`src/rtl/tempsense_supervisor.sv`:
```
// tempsense_supervisor
// Boot-delay and fan supervisor driven by a sampled temperature sensor.
// After EN rises the block waits a fixed delay (modes 00/01/10) or reads the
// sensor and derives a temperature-dependent delay (mode 11). When the delay
// ends, BOOT_READY rises and the block samples the sensor periodically to
// drive the fan with hysteresis.
//
// Ports:
//   MCLK, RESET            clock, synchronous active-high reset
//   EN                     block enable; low clears everything like RESET
//   SETTING[2:0]           [2] manual fan allowed, [1:0] delay mode
//   PUSHSW                 force boot during a delay / manual fan after boot
//   TL_LOAD                one-cycle sensor read request
//   TL_DONE/VALID/TEMP     sensor read completion, valid flag, signed temp
//   BOOT_READY             startup delay finished
//   FAN_EN                 fan drive
//   DLY_REMAIN             seconds left in the current delay, else 0
//   REPORT_VALID           pulse when a computed delay is latched
//   REPORT_TEMP/REPORT_DLY temperature and delay of the last report
module tempsense_supervisor #(
  parameter int CLK_PER_SEC  = 48000000,
  parameter int TEMP_W       = 13,
  parameter int DLY_W        = 12,
  parameter int CHECK_PERIOD = 20,
  parameter int FAN_ON_T     = 608,
  parameter int FAN_OFF_T    = 560,
  parameter int SKIP_T       = 432,
  parameter int SLOPE_Q4     = 269,
  parameter int OFFSET       = 484,
  parameter int NEG_RETRY    = 1
) (
  input  logic                     MCLK,
  input  logic                     RESET,
  input  logic                     EN,
  input  logic [2:0]               SETTING,
  input  logic                     PUSHSW,
  output logic                     TL_LOAD,
  input  logic                     TL_DONE,
  input  logic                     TL_VALID,
  input  logic signed [TEMP_W-1:0] TL_TEMP,
  output logic                     BOOT_READY,
  output logic                     FAN_EN,
  output logic [DLY_W-1:0]         DLY_REMAIN,
  output logic                     REPORT_VALID,
  output logic signed [TEMP_W-1:0] REPORT_TEMP,
  output logic [DLY_W-1:0]         REPORT_DLY
);

  localparam int PSC_W = $clog2(CLK_PER_SEC + 1);
  localparam int RTY_W = $clog2(NEG_RETRY + 2);
  localparam int CW    = TEMP_W + DLY_W + 12;

  localparam logic [PSC_W-1:0] PSC_LAST = PSC_W'(CLK_PER_SEC - 1);
  localparam logic [DLY_W-1:0] CHECK_C  = DLY_W'(CHECK_PERIOD);
  localparam logic [RTY_W-1:0] RETRY_C  = RTY_W'(NEG_RETRY);
  localparam logic signed [TEMP_W-1:0] SKIP_C    = TEMP_W'(SKIP_T);
  localparam logic signed [TEMP_W-1:0] FAN_ON_C  = TEMP_W'(FAN_ON_T);
  localparam logic signed [TEMP_W-1:0] FAN_OFF_C = TEMP_W'(FAN_OFF_T);
  localparam logic signed [CW-1:0] SLOPE_C  = CW'(SLOPE_Q4);
  localparam logic signed [CW-1:0] OFFSET_C = CW'(OFFSET) <<< 8;
  localparam logic signed [CW-1:0] DMAX_C   = {{(CW-DLY_W){1'b0}}, {DLY_W{1'b1}}};

  typedef enum logic [3:0] {
    IDLE, FIX_WAIT, SMP_REQ, SMP_WAIT, SMP_RETRY,
    COMPUTE, DLY_WAIT, RUN_WAIT, RUN_REQ, RUN_SMP
  } state_t;

  state_t                   state_q, state_d;
  logic [PSC_W-1:0]         psc_q, psc_d;
  logic [DLY_W-1:0]         sec_q, sec_d;
  logic [DLY_W-1:0]         dly_q, dly_d;
  logic [RTY_W-1:0]         retry_q, retry_d;
  logic signed [TEMP_W-1:0] temp_q, temp_d;
  logic                     manual_q, manual_d;
  logic                     fan_hot_q, fan_hot_d;
  logic                     fan_en_q, fan_en_d;
  logic                     boot_q, boot_d;
  logic                     report_valid_q, report_valid_d;
  logic signed [TEMP_W-1:0] report_temp_q, report_temp_d;
  logic [DLY_W-1:0]         report_dly_q, report_dly_d;

  logic                     tick;
  logic [DLY_W-1:0]         sec_inc;
  logic signed [CW-1:0]     dly_full;
  logic [DLY_W-1:0]         dly_clamped;

  assign tick    = (psc_q == PSC_LAST);
  assign sec_inc = sec_q + 1'b1;

  // Delay from temperature in Q8: floor((OFFSET*256 - T*SLOPE_Q4) / 256).
  // The arithmetic shift of a signed value gives floor for negatives too.
  always_comb begin
    dly_full = ((OFFSET_C - (CW'(temp_q) * SLOPE_C)) >>> 8);
    if (dly_full[CW-1]) begin
      dly_clamped = '0;
    end else if (dly_full > DMAX_C) begin
      dly_clamped = '1;
    end else begin
      dly_clamped = dly_full[DLY_W-1:0];
    end
  end

  // Next-state and register updates. Every state change restarts the
  // prescaler and seconds counter, so each wait state counts from zero.
  always_comb begin
    state_d        = state_q;
    dly_d          = dly_q;
    retry_d        = retry_q;
    temp_d         = temp_q;
    manual_d       = manual_q;
    fan_hot_d      = fan_hot_q;
    report_valid_d = 1'b0;
    report_temp_d  = report_temp_q;
    report_dly_d   = report_dly_q;

    case (state_q)
      IDLE: begin
        if (EN) begin
          manual_d = SETTING[2];
          case (SETTING[1:0])
            2'b00:   begin dly_d = DLY_W'(1);   state_d = FIX_WAIT; end
            2'b01:   begin dly_d = DLY_W'(80);  state_d = FIX_WAIT; end
            2'b10:   begin dly_d = DLY_W'(260); state_d = FIX_WAIT; end
            default: state_d = SMP_REQ;
          endcase
        end
      end
      FIX_WAIT, DLY_WAIT: begin
        if (PUSHSW || (dly_q == '0) || (tick && (sec_inc == dly_q))) begin
          state_d = RUN_WAIT;
        end
      end
      SMP_REQ: state_d = SMP_WAIT;
      SMP_WAIT: begin
        if (TL_DONE) begin
          if (!TL_VALID) begin
            state_d = SMP_RETRY;
          end else if (TL_TEMP[TEMP_W-1] && (retry_q < RETRY_C)) begin
            retry_d = retry_q + 1'b1;
            state_d = SMP_RETRY;
          end else if (TL_TEMP > SKIP_C) begin
            state_d = RUN_WAIT;
          end else begin
            temp_d  = TL_TEMP;
            state_d = COMPUTE;
          end
        end else if (tick && (sec_inc == DLY_W'(2))) begin
          state_d = SMP_RETRY;
        end
      end
      SMP_RETRY: begin
        if (tick && (sec_inc == DLY_W'(1))) begin
          state_d = SMP_REQ;
        end
      end
      COMPUTE: begin
        dly_d          = dly_clamped;
        report_valid_d = 1'b1;
        report_temp_d  = temp_q;
        report_dly_d   = dly_clamped;
        state_d        = DLY_WAIT;
      end
      RUN_WAIT: begin
        if (tick && (sec_inc == CHECK_C)) begin
          state_d = RUN_REQ;
        end
      end
      RUN_REQ: state_d = RUN_SMP;
      RUN_SMP: begin
        if (TL_DONE) begin
          if (TL_VALID) begin
            if (TL_TEMP >= FAN_ON_C) begin
              fan_hot_d = 1'b1;
            end else if (TL_TEMP <= FAN_OFF_C) begin
              fan_hot_d = 1'b0;
            end
          end
          state_d = RUN_WAIT;
        end else if (tick && (sec_inc == DLY_W'(2))) begin
          state_d = RUN_WAIT;
        end
      end
      default: state_d = IDLE;
    endcase

    boot_d   = boot_q | (state_d == RUN_WAIT);
    fan_en_d = fan_hot_q | (manual_q & PUSHSW & boot_q);
  end

  // Prescaler and seconds counter.
  always_comb begin
    psc_d = psc_q + 1'b1;
    sec_d = sec_q;
    if (state_d != state_q) begin
      psc_d = '0;
      sec_d = '0;
    end else if (tick) begin
      psc_d = '0;
      sec_d = sec_inc;
    end
  end

  // EN low clears the block exactly like RESET.
  always_ff @(posedge MCLK) begin
    if (RESET || !EN) begin
      state_q        <= IDLE;
      psc_q          <= '0;
      sec_q          <= '0;
      dly_q          <= '0;
      retry_q        <= '0;
      temp_q         <= '0;
      manual_q       <= 1'b0;
      fan_hot_q      <= 1'b0;
      fan_en_q       <= 1'b0;
      boot_q         <= 1'b0;
      report_valid_q <= 1'b0;
      report_temp_q  <= '0;
      report_dly_q   <= '0;
    end else begin
      state_q        <= state_d;
      psc_q          <= psc_d;
      sec_q          <= sec_d;
      dly_q          <= dly_d;
      retry_q        <= retry_d;
      temp_q         <= temp_d;
      manual_q       <= manual_d;
      fan_hot_q      <= fan_hot_d;
      fan_en_q       <= fan_en_d;
      boot_q         <= boot_d;
      report_valid_q <= report_valid_d;
      report_temp_q  <= report_temp_d;
      report_dly_q   <= report_dly_d;
    end
  end

  assign TL_LOAD      = (state_q == SMP_REQ) || (state_q == RUN_REQ);
  assign BOOT_READY   = boot_q;
  assign FAN_EN       = fan_en_q;
  assign DLY_REMAIN   = ((state_q == FIX_WAIT) || (state_q == DLY_WAIT)) ? (dly_q - sec_q) : '0;
  assign REPORT_VALID = report_valid_q;
  assign REPORT_TEMP  = report_temp_q;
  assign REPORT_DLY   = report_dly_q;

endmodule

```
`config.mk`:
```
export PLATFORM = sky130hd
export DESIGN_NAME = tempsense_supervisor
export DESIGN_NICKNAME = d
export VERILOG_FILES = /design/src/rtl/tempsense_supervisor.sv
export SDC_FILE = /design/constraint.sdc
export NUM_CORES = 1
export LEC_CHECK = 0
export CORE_ASPECT_RATIO = 0.9
export CORE_MARGIN = 4
export CORE_UTILIZATION = 40
export DETAILED_ROUTE_END_ITERATION = 10
export SYNTH_ARGS = -nofsm -noshare
export SYNTH_HDL_FRONTEND = slang
export SYNTH_SLANG_ARGS = --single-unit
```
`constraint.sdc`:
```
create_clock -name MCLK -period 9.15 [get_ports MCLK]
set_clock_uncertainty 0.1 [all_clocks]
set_input_delay 1.3725 -clock MCLK [delete_from_list [all_inputs] [get_ports MCLK]]
set_output_delay 1.3725 -clock MCLK [all_outputs]
set_load 0.03 [all_outputs]
```
Word-level counts from Yosys, hierarchy flattened
Cells that the tools add are included.
Storage, ports and cells
  flip-flop bits (word level): 99
  bits of input ports: 22
  output and inout bits: 41
Cells by class
  $add $sub $neg: 5
  $mul: 1
  magnitude comparators: 5
  eq/ne operators: 20
  multiplexer cells: 22
  bitwise operators: 6
  reductions and logical operators: 25
Operators by type and width (count)
  2-to-1 mux 12 bit: 4
  case mux 12 bit (3 select lines): 1
  case mux 4 bit (9 select lines): 1
  2-to-1 mux 4 bit: 8
  adder 26 x 1 -> 26 bit, second input constant: 1
  == test 26 bit, second input constant: 1
  case mux 12 bit (2 select lines): 1
  subtractor 18 x 23 -> 24 bit, first input constant: 1
  multiplier 13 x 10 -> 23 bit, second input constant: 1
  == test 4 x 3 -> 1 bit, second input constant: 5
  greater-than comparator 16 x 13 -> 1 bit, second input constant: 1
  greater-or-equal comparator 13 x 11 -> 1 bit, second input constant: 1
  greater-than comparator 13 x 10 -> 1 bit, second input constant: 1
  less-or-equal comparator 13 x 11 -> 1 bit, second input constant: 1
  adder 12 x 1 -> 12 bit, second input constant: 1
  == test 12 x 1 -> 1 bit, second input constant: 1
  == test 12 bit: 1
  == test 12 x 2 -> 1 bit, second input constant: 1
  == test 12 x 5 -> 1 bit, second input constant: 1
  logical NOT 12 bit: 1
  subtractor 12 bit: 1
  == test 4 x 2 -> 1 bit, second input constant: 2
  == test 4 bit, second input constant: 2
  2-to-1 mux 2 bit: 4
  24 further kinds: 41

Longest topological paths before layout
Gate-level depths: netlist of the first run.
  depth after elaboration: 8
  mapped depth: 21
  mapped depth without buffers: 20

Worst setup path before layout of the first run
OpenSTA, ideal clock, no wires.
  path type: reg2reg
  from: register temp_q[9]
  to: register dly_q[10]
  data arrival time: 4.671 ns
  data required time: 8.918 ns
  path slack: 4.246 ns
  cell stages (with the launch flop): 22
  buffers on the path: 1
  cell sequence: dfxtp_1 -> inv_1 -> ha_1 -> inv_1 -> ha_1 -> ha_1 -> inv_1 -> fa_1 -> inv_1 -> fa_1 -> inv_1 -> ha_1 -> and3_1 -> a221o_1 -> a21oi_1 -> a21oi_1 -> o21ai_0 -> nand2b_1 -> mux2_2 -> buf_2 -> o31ai_1 -> a21oi_1
Between the ends
  longest elaborated chain between the ends: 6
Ends and longest elaborated chain
  start: declaration: RTL line 73  | logic signed [TEMP_W-1:0] temp_q, temp_d;
  start signal: assignment: RTL line 225  | temp_q <= temp_d;
  multiplier 13 x 10 -> 23 bit *: RTL line 93  | dly_full = ((OFFSET_C - (CW'(temp_q) * SLOPE_C)) >>> 8);
  subtractor 18 x 23 -> 24 bit *: RTL line 93
  greater-than comparator 16 x 13 -> 1 bit: RTL line 96  | end else if (dly_full > DMAX_C) begin
  2-to-1 mux 12 bit: RTL line 96
  2-to-1 mux 12 bit *: RTL line 94  | if (dly_full[CW-1]) begin
  case mux 12 bit (2 select lines) *: RTL line 116  | case (state_q)
  end signal: assignment: RTL line 223  | dly_q <= dly_d;
  end: declaration: RTL line 71  | logic [DLY_W-1:0] dly_q, dly_d;
Mark *: on every way between the ends. The rest lies on a longest branch, timed or not.
A chain may end at the register's enable or synchronous reset.

Worst setup path after layout of the first run
  from: register temp_q[5]
  to: register report_dly_q[3] (netlist: REPORT_DLY[3])
Between the ends
  longest elaborated chain between the ends: 5
Ends and longest elaborated chain
  multiplier 13 x 10 -> 23 bit *: RTL line 93
  subtractor 18 x 23 -> 24 bit *: RTL line 93
  greater-than comparator 16 x 13 -> 1 bit: RTL line 96
  2-to-1 mux 12 bit: RTL line 96
  2-to-1 mux 12 bit *: RTL line 94
  end signal: assignment: RTL line 232  | report_dly_q <= report_dly_d;
  end: declaration: RTL line 80  | logic [DLY_W-1:0] report_dly_q, report_dly_d;
Marked as above.

==> flow_metrics.py, run 1 <==
metrics = {
    "status": {
        "result_of_the_run": "completed",
    },
    "clocking": {
        "cts_tree": "done",
        "cts_num_sinks": 99,
        "cts-hold-fix-buffers": 0,
        "clk_path_buf_depth": 2,
        "cts_max_level": 3,
        "cts_made_buffers": 9,
        "cts-resized-gates": 0,
        "worstSkewPairLatency_ns": 0.37,
        "cts-root-buf": "sky130_fd_sc_hd__clkbuf_16",
        "clkTransAtPathRegs_ns": 0.08,
        "post_cts.repair.setup_buffers": 0,
    },
    "logic_synthesis": {
        "postSynthCellCount": 957,
        "postSynthNetCount": 1094,
        "yosys_warning_count": 0,
        "synth_edf_count": 0,
        "synth_sequential_area_ratio": 0.253,
        "netlist_area_um2": 7820,
        "netlist-cell-type-count": 79,
        "post_synthesis_register_bit_count": 99,
        "synth.avg_cell_area_um2": 8.18,
        "ys.flop_type": "sky130_fd_sc_hd__dfxtp_1",
        "async_flop_share": 0,
    },
    "power": {
        "max-vdd-ir-drop_uv": 101,
        "power.density_cell_area_nw_per_um2": 102,
        "static-leakage-power_nw": 3.58,
        "power.share.sequential": 0.484,
        "power.switching_uw": 244,
        "total_power_uw": 906,
        "clock_power_share": 0.421,
        "p_sw_frac": 0.270,
        "power.combinational.fraction": 0.095,
        "cell_internal_pwr_uw": 662,
    },
    "sta": {
        "worstMarginPinSlew_ns": 0.897,
        "hold_viol_final": 0,
        "period_share": 0.580,
        "hold_ws_ns": 0.349,
        "drv_slew": 0,
        "max-slew-margin-rel": 0.401,
        "grt_setup_unrepaired": "false",
        "layout_min_cycle_time_ns": 5.31,
        "report.final.setup_viol": 0,
        "max_freq_mhz": 188,
        "total_negative_slack_for_setup_checks_ns": 0,
        "timing.final.ws_setup_ns": 3.84,
    },
    "finish": {
        "areaGrowthSynthToFinish_pct": 13.9,
        "filler_cell_count": 1941,
        "final_core_util": 0.464,
        "layout.nets": 1137,
        "post_route_cells_drive_above_1_share": 0.0617,
        "footprint_of_the_multi_input_gates_um2": 5160,
        "seqCellArea_um2": 1980,
        "n_antenna_cell": 0,
    },
    "die": {
        "initial_utilization": 0.407,
        "placement_rows": 48,
        "chipWidth_um": 155,
        "core_area_um2": 19200,
        "die_area_um2": 21900,
        "chipHeight_um": 141,
        "count_of_pins_on_the_block_boundary": 63,
    },
    "worst_hold_path": {
        "timing.hold.worst.class": "reg2reg",
    },
    "route": {
        "detailedRoute.firstPassIterationCount": 5,
        "wl_per_cell_um": 14.8,
        "remaining_drcs": 0,
        "average_via_count_per_standard_cell": 5.13,
        "wl_mm": 18.6,
        "routed-via-count": 6434,
        "drt_first_iter_violations": 324,
        "route.antenna.remaining_nets": 0,
    },
    "worst_setup_path": {
        "cp_data_required_time_ns": 9.35,
        "type_of_origin_of_the_critical_path": "flip-flop",
        "worst-setup-path-type": "reg2reg",
        "endpoint_kind": "flip-flop",
        "cp_max_fo": 10,
        "cp_data_arrival_time_ns": 5.51,
    },
    "global_route": {
        "gr-usage-all-layers": 0.178,
        "grt_antenna_before_repair": 0,
        "maximum_number_of_pins_on_one_net_before_global_route_repair": 60,
        "vias_in_the_first_global_route": 6280,
        "grt_pass1_wl_mm": 32.2,
        "grt_remaining_overflow": 0,
    },
    "run": {
        "drv_cap": 0,
    },
    "placement": {
        "routabilityCongestion": 0.863,
        "io_buffer_count": 62,
        "hpwl_detailed_mm": 14.4,
        "dpl_worst_slack_ns": 3.86,
    },
}
==> cells in the mapped netlist, types with 7 or more instances <==
cell	n	share of area
sky130_fd_sc_hd__mux2i_1	14	0.018
sky130_fd_sc_hd__a21oi_1	50	0.032
sky130_fd_sc_hd__buf_2	9	0.0058
sky130_fd_sc_hd__dfxtp_1	99	0.25
sky130_fd_sc_hd__clkbuf_1	20	0.0096
sky130_fd_sc_hd__nor2_1	70	0.034
sky130_fd_sc_hd__inv_1	131	0.063
sky130_fd_sc_hd__nand4_1	12	0.0096
sky130_fd_sc_hd__fa_1	25	0.064
sky130_fd_sc_hd__and3_1	9	0.0072
sky130_fd_sc_hd__nand3_1	25	0.016
sky130_fd_sc_hd__xnor2_1	47	0.053
sky130_fd_sc_hd__nor2b_1	11	0.0088
sky130_fd_sc_hd__o21a_1	7	0.0067
sky130_fd_sc_hd__nand2_1	88	0.042
sky130_fd_sc_hd__ha_1	90	0.14
sky130_fd_sc_hd__nor2_2	20	0.016
sky130_fd_sc_hd__o21ai_0	37	0.024
sky130_fd_sc_hd__xor2_1	24	0.027
sky130_fd_sc_hd__nor3_1	36	0.023
sky130_fd_sc_hd__nand2b_1	12	0.0096
==> cell type report <==
class,count,share of cell area
Clock buffer,9,0.0253
Timing Repair Buffer,68,0.0747
Multi-Input combinational cell,690,0.579
Sequential cell,99,0.222
Clock inverter,7,0.00744
Inverter,132,0.0556
Tap cell,250,0.0351
==> final timing paths <==
| path | from | end | slack, ns | depth (start not counted) |
|---|---|---|---|---|
| setup / recovery | temp_q[5]$_SDFFE_PP0P_ | REPORT_DLY[3]$_SDFFE_PP0P_ | 3.84 | 20 |
| hold / removal | REPORT_DLY[9]$_SDFFE_PP0P_ | REPORT_DLY[9]$_SDFFE_PP0P_ | 0.35 | 2 |
| setup reg to reg | temp_q[5]$_SDFFE_PP0P_ | REPORT_DLY[3]$_SDFFE_PP0P_ | 3.84 | 20 |
| hold reg to reg | REPORT_DLY[9]$_SDFFE_PP0P_ | REPORT_DLY[9]$_SDFFE_PP0P_ | 0.35 | 2 |
==> power groups by stage <==
stage	Combinational [mW]	Sequential [mW]	Clock, mW
after floorplan	0.0599	0.446	0
after global placement	0.0861	0.449	0
after detailed placement	0.0860	0.449	0
after CTS	0.0864	0.439	0.395
after global routing	0.0965	0.439	0.408
final	0.0861	0.439	0.381
==> critical path, stage by stage (launching register included) <==
cell and delay, ns:
sky130_fd_sc_hd__dfxtp_1 0.44, sky130_fd_sc_hd__inv_1 0.11, sky130_fd_sc_hd__ha_1 0.30, sky130_fd_sc_hd__inv_1 0.07, sky130_fd_sc_hd__ha_1 0.14, sky130_fd_sc_hd__inv_1 0.05
sky130_fd_sc_hd__fa_1 0.49, sky130_fd_sc_hd__inv_1 0.04, sky130_fd_sc_hd__ha_1 0.29, sky130_fd_sc_hd__fa_1 0.53, sky130_fd_sc_hd__inv_1 0.04, sky130_fd_sc_hd__ha_1 0.30
sky130_fd_sc_hd__nand3_1 0.08, sky130_fd_sc_hd__a211oi_1 0.49, sky130_fd_sc_hd__o2111ai_1 0.28, sky130_fd_sc_hd__a21oi_1 0.27, sky130_fd_sc_hd__o31ai_1 0.13, sky130_fd_sc_hd__a221oi_2 0.54
sky130_fd_sc_hd__nor2b_1 0.29, sky130_fd_sc_hd__o21a_1 0.18, sky130_fd_sc_hd__a21o_1 0.08
==> cell families after synthesis <==
logic type               Yosys count  synth area share
buffers and inverters            168            0.0888
AND/OR/NAND/NOR                  326             0.211
flip-flops                        99             0.253
multiplexers                      16            0.0208
adder cells (fa/ha/maj)          115             0.208
XOR/XNOR                          72            0.0824
AO/OA/AOI/OAI                    161             0.136
==> layer usage <==
metal | share of wire | routed length [um] | up-vias | GRT usage
met5 | 0 | 0 | - | 0
met4 | 0.013 | 243 | 0 | 0.0451
met3 | 0.044 | 821 | 16 | 0.0322
met2 | 0.42 | 7750 | 126 | 0.263
met1 | 0.53 | 9810 | 2988 | 0.267
li1 | - | - | 3304 | -
==> flip-flops by register name, indices dropped and copies added, names as in the netlist <==
| register | flops |
|---|---|
| fan_hot_q | 1 |
| BOOT_READY | 1 |
| REPORT_TEMP | 13 |
| REPORT_DLY | 12 |
| psc_q | 26 |
| FAN_EN | 1 |
| state_q | 4 |
| temp_q | 13 |
| manual_q | 1 |
| dly_q | 12 |
| REPORT_VALID | 1 |
| retry_q | 2 |
| sec_q | 12 |
==> stage by stage <==
step,cells,cell area (um^2)
2_1_floorplan,957,7820
3_3_place_gp,1239,8620
3_5_place_dp,1239,8620
4_1_cts,1255,8910
5_1_grt,1255,8910
6_report,1255,8910
==> layout by cell type (no fill, tap or decap), types with 3 or more instances in the layout <==
cell and instances:
sky130_fd_sc_hd__nor2_1 69, sky130_fd_sc_hd__o2111ai_1 6, sky130_fd_sc_hd__a21oi_1 50, sky130_fd_sc_hd__o21bai_1 3
sky130_fd_sc_hd__nand3_1 25, sky130_fd_sc_hd__a211oi_1 5, sky130_fd_sc_hd__and2_1 5, sky130_fd_sc_hd__nand2b_1 11
sky130_fd_sc_hd__o21a_1 7, sky130_fd_sc_hd__nor2b_1 11, sky130_fd_sc_hd__xor2_1 24, sky130_fd_sc_hd__nor4_1 6
sky130_fd_sc_hd__nor3_1 36, sky130_fd_sc_hd__o21ai_0 37, sky130_fd_sc_hd__mux2i_1 14, sky130_fd_sc_hd__nand2_1 88
sky130_fd_sc_hd__dfxtp_1 99, sky130_fd_sc_hd__inv_1 131, sky130_fd_sc_hd__clkdlybuf4s50_1 62, sky130_fd_sc_hd__or2_2 3
sky130_fd_sc_hd__nand4_1 12, sky130_fd_sc_hd__clkbuf_16 9, sky130_fd_sc_hd__fa_1 25, sky130_fd_sc_hd__and4_1 5
sky130_fd_sc_hd__or3_1 4, sky130_fd_sc_hd__inv_6 3, sky130_fd_sc_hd__nand3b_1 3, sky130_fd_sc_hd__a311oi_1 5
sky130_fd_sc_hd__xnor2_1 47, sky130_fd_sc_hd__and3_1 9, sky130_fd_sc_hd__a21o_1 6, sky130_fd_sc_hd__a21boi_0 4
sky130_fd_sc_hd__nor2_2 21, sky130_fd_sc_hd__buf_4 6, sky130_fd_sc_hd__a31oi_1 6, sky130_fd_sc_hd__ha_1 90
Power figures use the tool's default switching activity.
==> run 2, diff against run 1 <==
==> constraint.sdc (replaced) <==
create_clock -name MCLK -period 5.3 [get_ports MCLK]
set_clock_uncertainty 0.1 [all_clocks]
set_input_delay 0.795 -clock MCLK [delete_from_list [all_inputs] [get_ports MCLK]]
set_output_delay 0.795 -clock MCLK [all_outputs]
set_load 0.03 [all_outputs]
==> flow_metrics.py, run 2 (same netlist as run 1, synthesis figures left out) <==
metrics = {
    "sta": {
        "drv_slew": 0,
        "period_share": 0.959,
        "report.final.setup_viol": 0,
        "max_freq_mhz": 197,
        "worstMarginPinSlew_ns": 0.955,
        "layout_min_cycle_time_ns": 5.08,
        "grt_setup_unrepaired": "false",
        "timing.final.ws_setup_ns": 0.219,
        "hold_viol_final": 0,
        "max-slew-margin-rel": 0.363,
        "total_negative_slack_for_setup_checks_ns": 0,
    },
    "finish": {
        "filler_cell_count": 1930,
        "post_route_cells_drive_above_1_share": 0.0747,
        "footprint_of_the_multi_input_gates_um2": 5180,
        "largest_register_ff_count": 26,
        "seqCellArea_um2": 1980,
        "layout.cells.most_common_list": "sky130_fd_sc_hd__inv_1, sky130_fd_sc_hd__dfxtp_1, sky130_fd_sc_hd__ha_1, sky130_fd_sc_hd__nand2_1, sky130_fd_sc_hd__nor2_1",
        "final_core_util": 0.471,
        "max_flop_register": "psc_q",
        "areaGrowthSynthToFinish_pct": 15.8,
        "layout.nets": 1149,
        "layout_commonest_cell": "sky130_fd_sc_hd__inv_1",
        "n_antenna_cell": 0,
    },
    "die": {
        "core_area_um2": 19200,
        "chipHeight_um": 141,
        "placement_rows": 48,
        "initial_utilization": 0.407,
        "count_of_pins_on_the_block_boundary": 63,
        "chipWidth_um": 155,
        "die_area_um2": 21900,
    },
    "global_route": {
        "maximum_number_of_pins_on_one_net_before_global_route_repair": 59,
        "grt_remaining_overflow": 0,
        "vias_in_the_first_global_route": 6206,
        "grt_antenna_before_repair": 0,
        "gr-usage-all-layers": 0.179,
        "grt_pass1_wl_mm": 32.2,
    },
    "route": {
        "drt_first_iter_violations": 371,
        "remaining_drcs": 0,
        "route.antenna.remaining_nets": 0,
        "wl_per_cell_um": 15.1,
        "average_via_count_per_standard_cell": 5.20,
        "detailedRoute.firstPassIterationCount": 5,
        "routed-via-count": 6583,
        "wl_mm": 19.1,
    },
    "worst_setup_path": {
        "endpoint_kind": "flip-flop",
        "cp_data_required_time_ns": 5.45,
        "cp_data_arrival_time_ns": 5.23,
        "worst-setup-path-type": "reg2reg",
        "cp_max_fo": 6,
        "type_of_origin_of_the_critical_path": "flip-flop",
    },
    "power": {
        "max-vdd-ir-drop_uv": 197,
        "static-leakage-power_nw": 3.65,
        "power.density_cell_area_nw_per_um2": 181,
    },
    "clocking": {
        "cts_max_level": 3,
        "clk_path_buf_depth": 2,
        "cts-root-buf": "sky130_fd_sc_hd__clkbuf_16",
        "clkTransAtPathRegs_ns": 0.07,
        "cts_num_sinks": 99,
        "cts-hold-fix-buffers": 0,
        "worstSkewPairLatency_ns": 0.36,
        "cts_tree": "done",
        "cts_made_buffers": 9,
    },
    "placement": {
        "hpwl_detailed_mm": 14.8,
        "dpl_worst_slack_ns": 0.176,
        "routabilityCongestion": 0.876,
        "io_buffer_count": 62,
    },
    "worst_hold_path": {
        "timing.hold.worst.class": "reg2reg",
    },
    "status": {
        "result_of_the_run": "completed",
    },
    "run": {
        "drv_cap": 0,
    },
}
## run 2: changes by cell type in the layout (fill, tap and decap cells not counted), moves of 2 or more
cell and delta:
sky130_fd_sc_hd__inv_6 -2, sky130_fd_sc_hd__bufinv_16 +2, sky130_fd_sc_hd__inv_8 -2, sky130_fd_sc_hd__buf_4 +12
## run 2: timing repair
item,4_1_cts,5_1_grt
gates resized for setup,0,5
buffers inserted,0,3
endpoints found under the setup margin,0,24
## run 2: stage by stage
stage / hold WS [ns] / cell area, um^2 / total power [mW] / std cells
after global routing: 0.372 / 9060 / 1.71 / 1267
after global placement: 0.339 / 8690 / 0.925 / 1248
final: 0.348 / 9060 / 1.64 / 1267
after CTS: 0.351 / 9010 / 1.66 / 1264
after floorplan: 0.330 / 7820 / 0.873 / 957
after detailed placement: 0.342 / 8690 / 0.925 / 1248
## run 2: area by class of cell
cell class | instances | share of cell area
clock buffer | 11 | 0.0268
timing repair buffer | 80 | 0.0834
tap | 250 | 0.0345
multi-input combinational | 690 | 0.572
clock inverter | 5 | 0.00939
sequential | 99 | 0.219
inverter | 132 | 0.0547
## run 2: worst max-delay path: stages (launching register included)
cell,delay [ns]
sky130_fd_sc_hd__dfxtp_1,0.48
sky130_fd_sc_hd__ha_1,0.29
sky130_fd_sc_hd__inv_1,0.06
sky130_fd_sc_hd__ha_1,0.22
sky130_fd_sc_hd__ha_1,0.27
sky130_fd_sc_hd__inv_1,0.05
sky130_fd_sc_hd__fa_1,0.52
sky130_fd_sc_hd__inv_1,0.05
sky130_fd_sc_hd__fa_1,0.52
sky130_fd_sc_hd__inv_1,0.04
sky130_fd_sc_hd__ha_1,0.33
sky130_fd_sc_hd__and3_1,0.18
sky130_fd_sc_hd__a221o_1,0.36
sky130_fd_sc_hd__a21oi_1,0.23
sky130_fd_sc_hd__a21oi_2,0.10
sky130_fd_sc_hd__o31ai_1,0.40
sky130_fd_sc_hd__a221oi_4,0.15
sky130_fd_sc_hd__buf_4,0.18
sky130_fd_sc_hd__nor2b_1,0.14
sky130_fd_sc_hd__o21a_1,0.15
sky130_fd_sc_hd__a21o_1,0.15
## run 2: power by group
group | leakage (nW) | switching (mW) | internal (mW)
logic | 2.69 | 0.0873 | 0.0630
clock network | 0.156 | 0.304 | 0.430
registers | 0.798 | 0.00931 | 0.748
## run 2: path summary, 6_finish.rpt
path | start | end | slack (ns) | cells after the start
hold / removal | REPORT_DLY[9]$_SDFFE_PP0P_ | REPORT_DLY[9]$_SDFFE_PP0P_ | 0.35 | 2
setup / recovery | temp_q[10]$_SDFFE_PP0P_ | dly_q[3]$_SDFFE_PP0P_ | 0.22 | 20
setup reg to reg | temp_q[10]$_SDFFE_PP0P_ | dly_q[3]$_SDFFE_PP0P_ | 0.22 | 20
hold reg to reg | REPORT_DLY[9]$_SDFFE_PP0P_ | REPORT_DLY[9]$_SDFFE_PP0P_ | 0.35 | 2
## run 2: layer usage
layer  vias up  share of wire  wire, um  global-route usage
met4         0         0.0090       172              0.0387
li1       3331              -         -                   -
met5         -              0         0                   0
met2       161           0.41      7820               0.259
met3        11          0.046       878              0.0307
met1      3080           0.54     10300               0.276
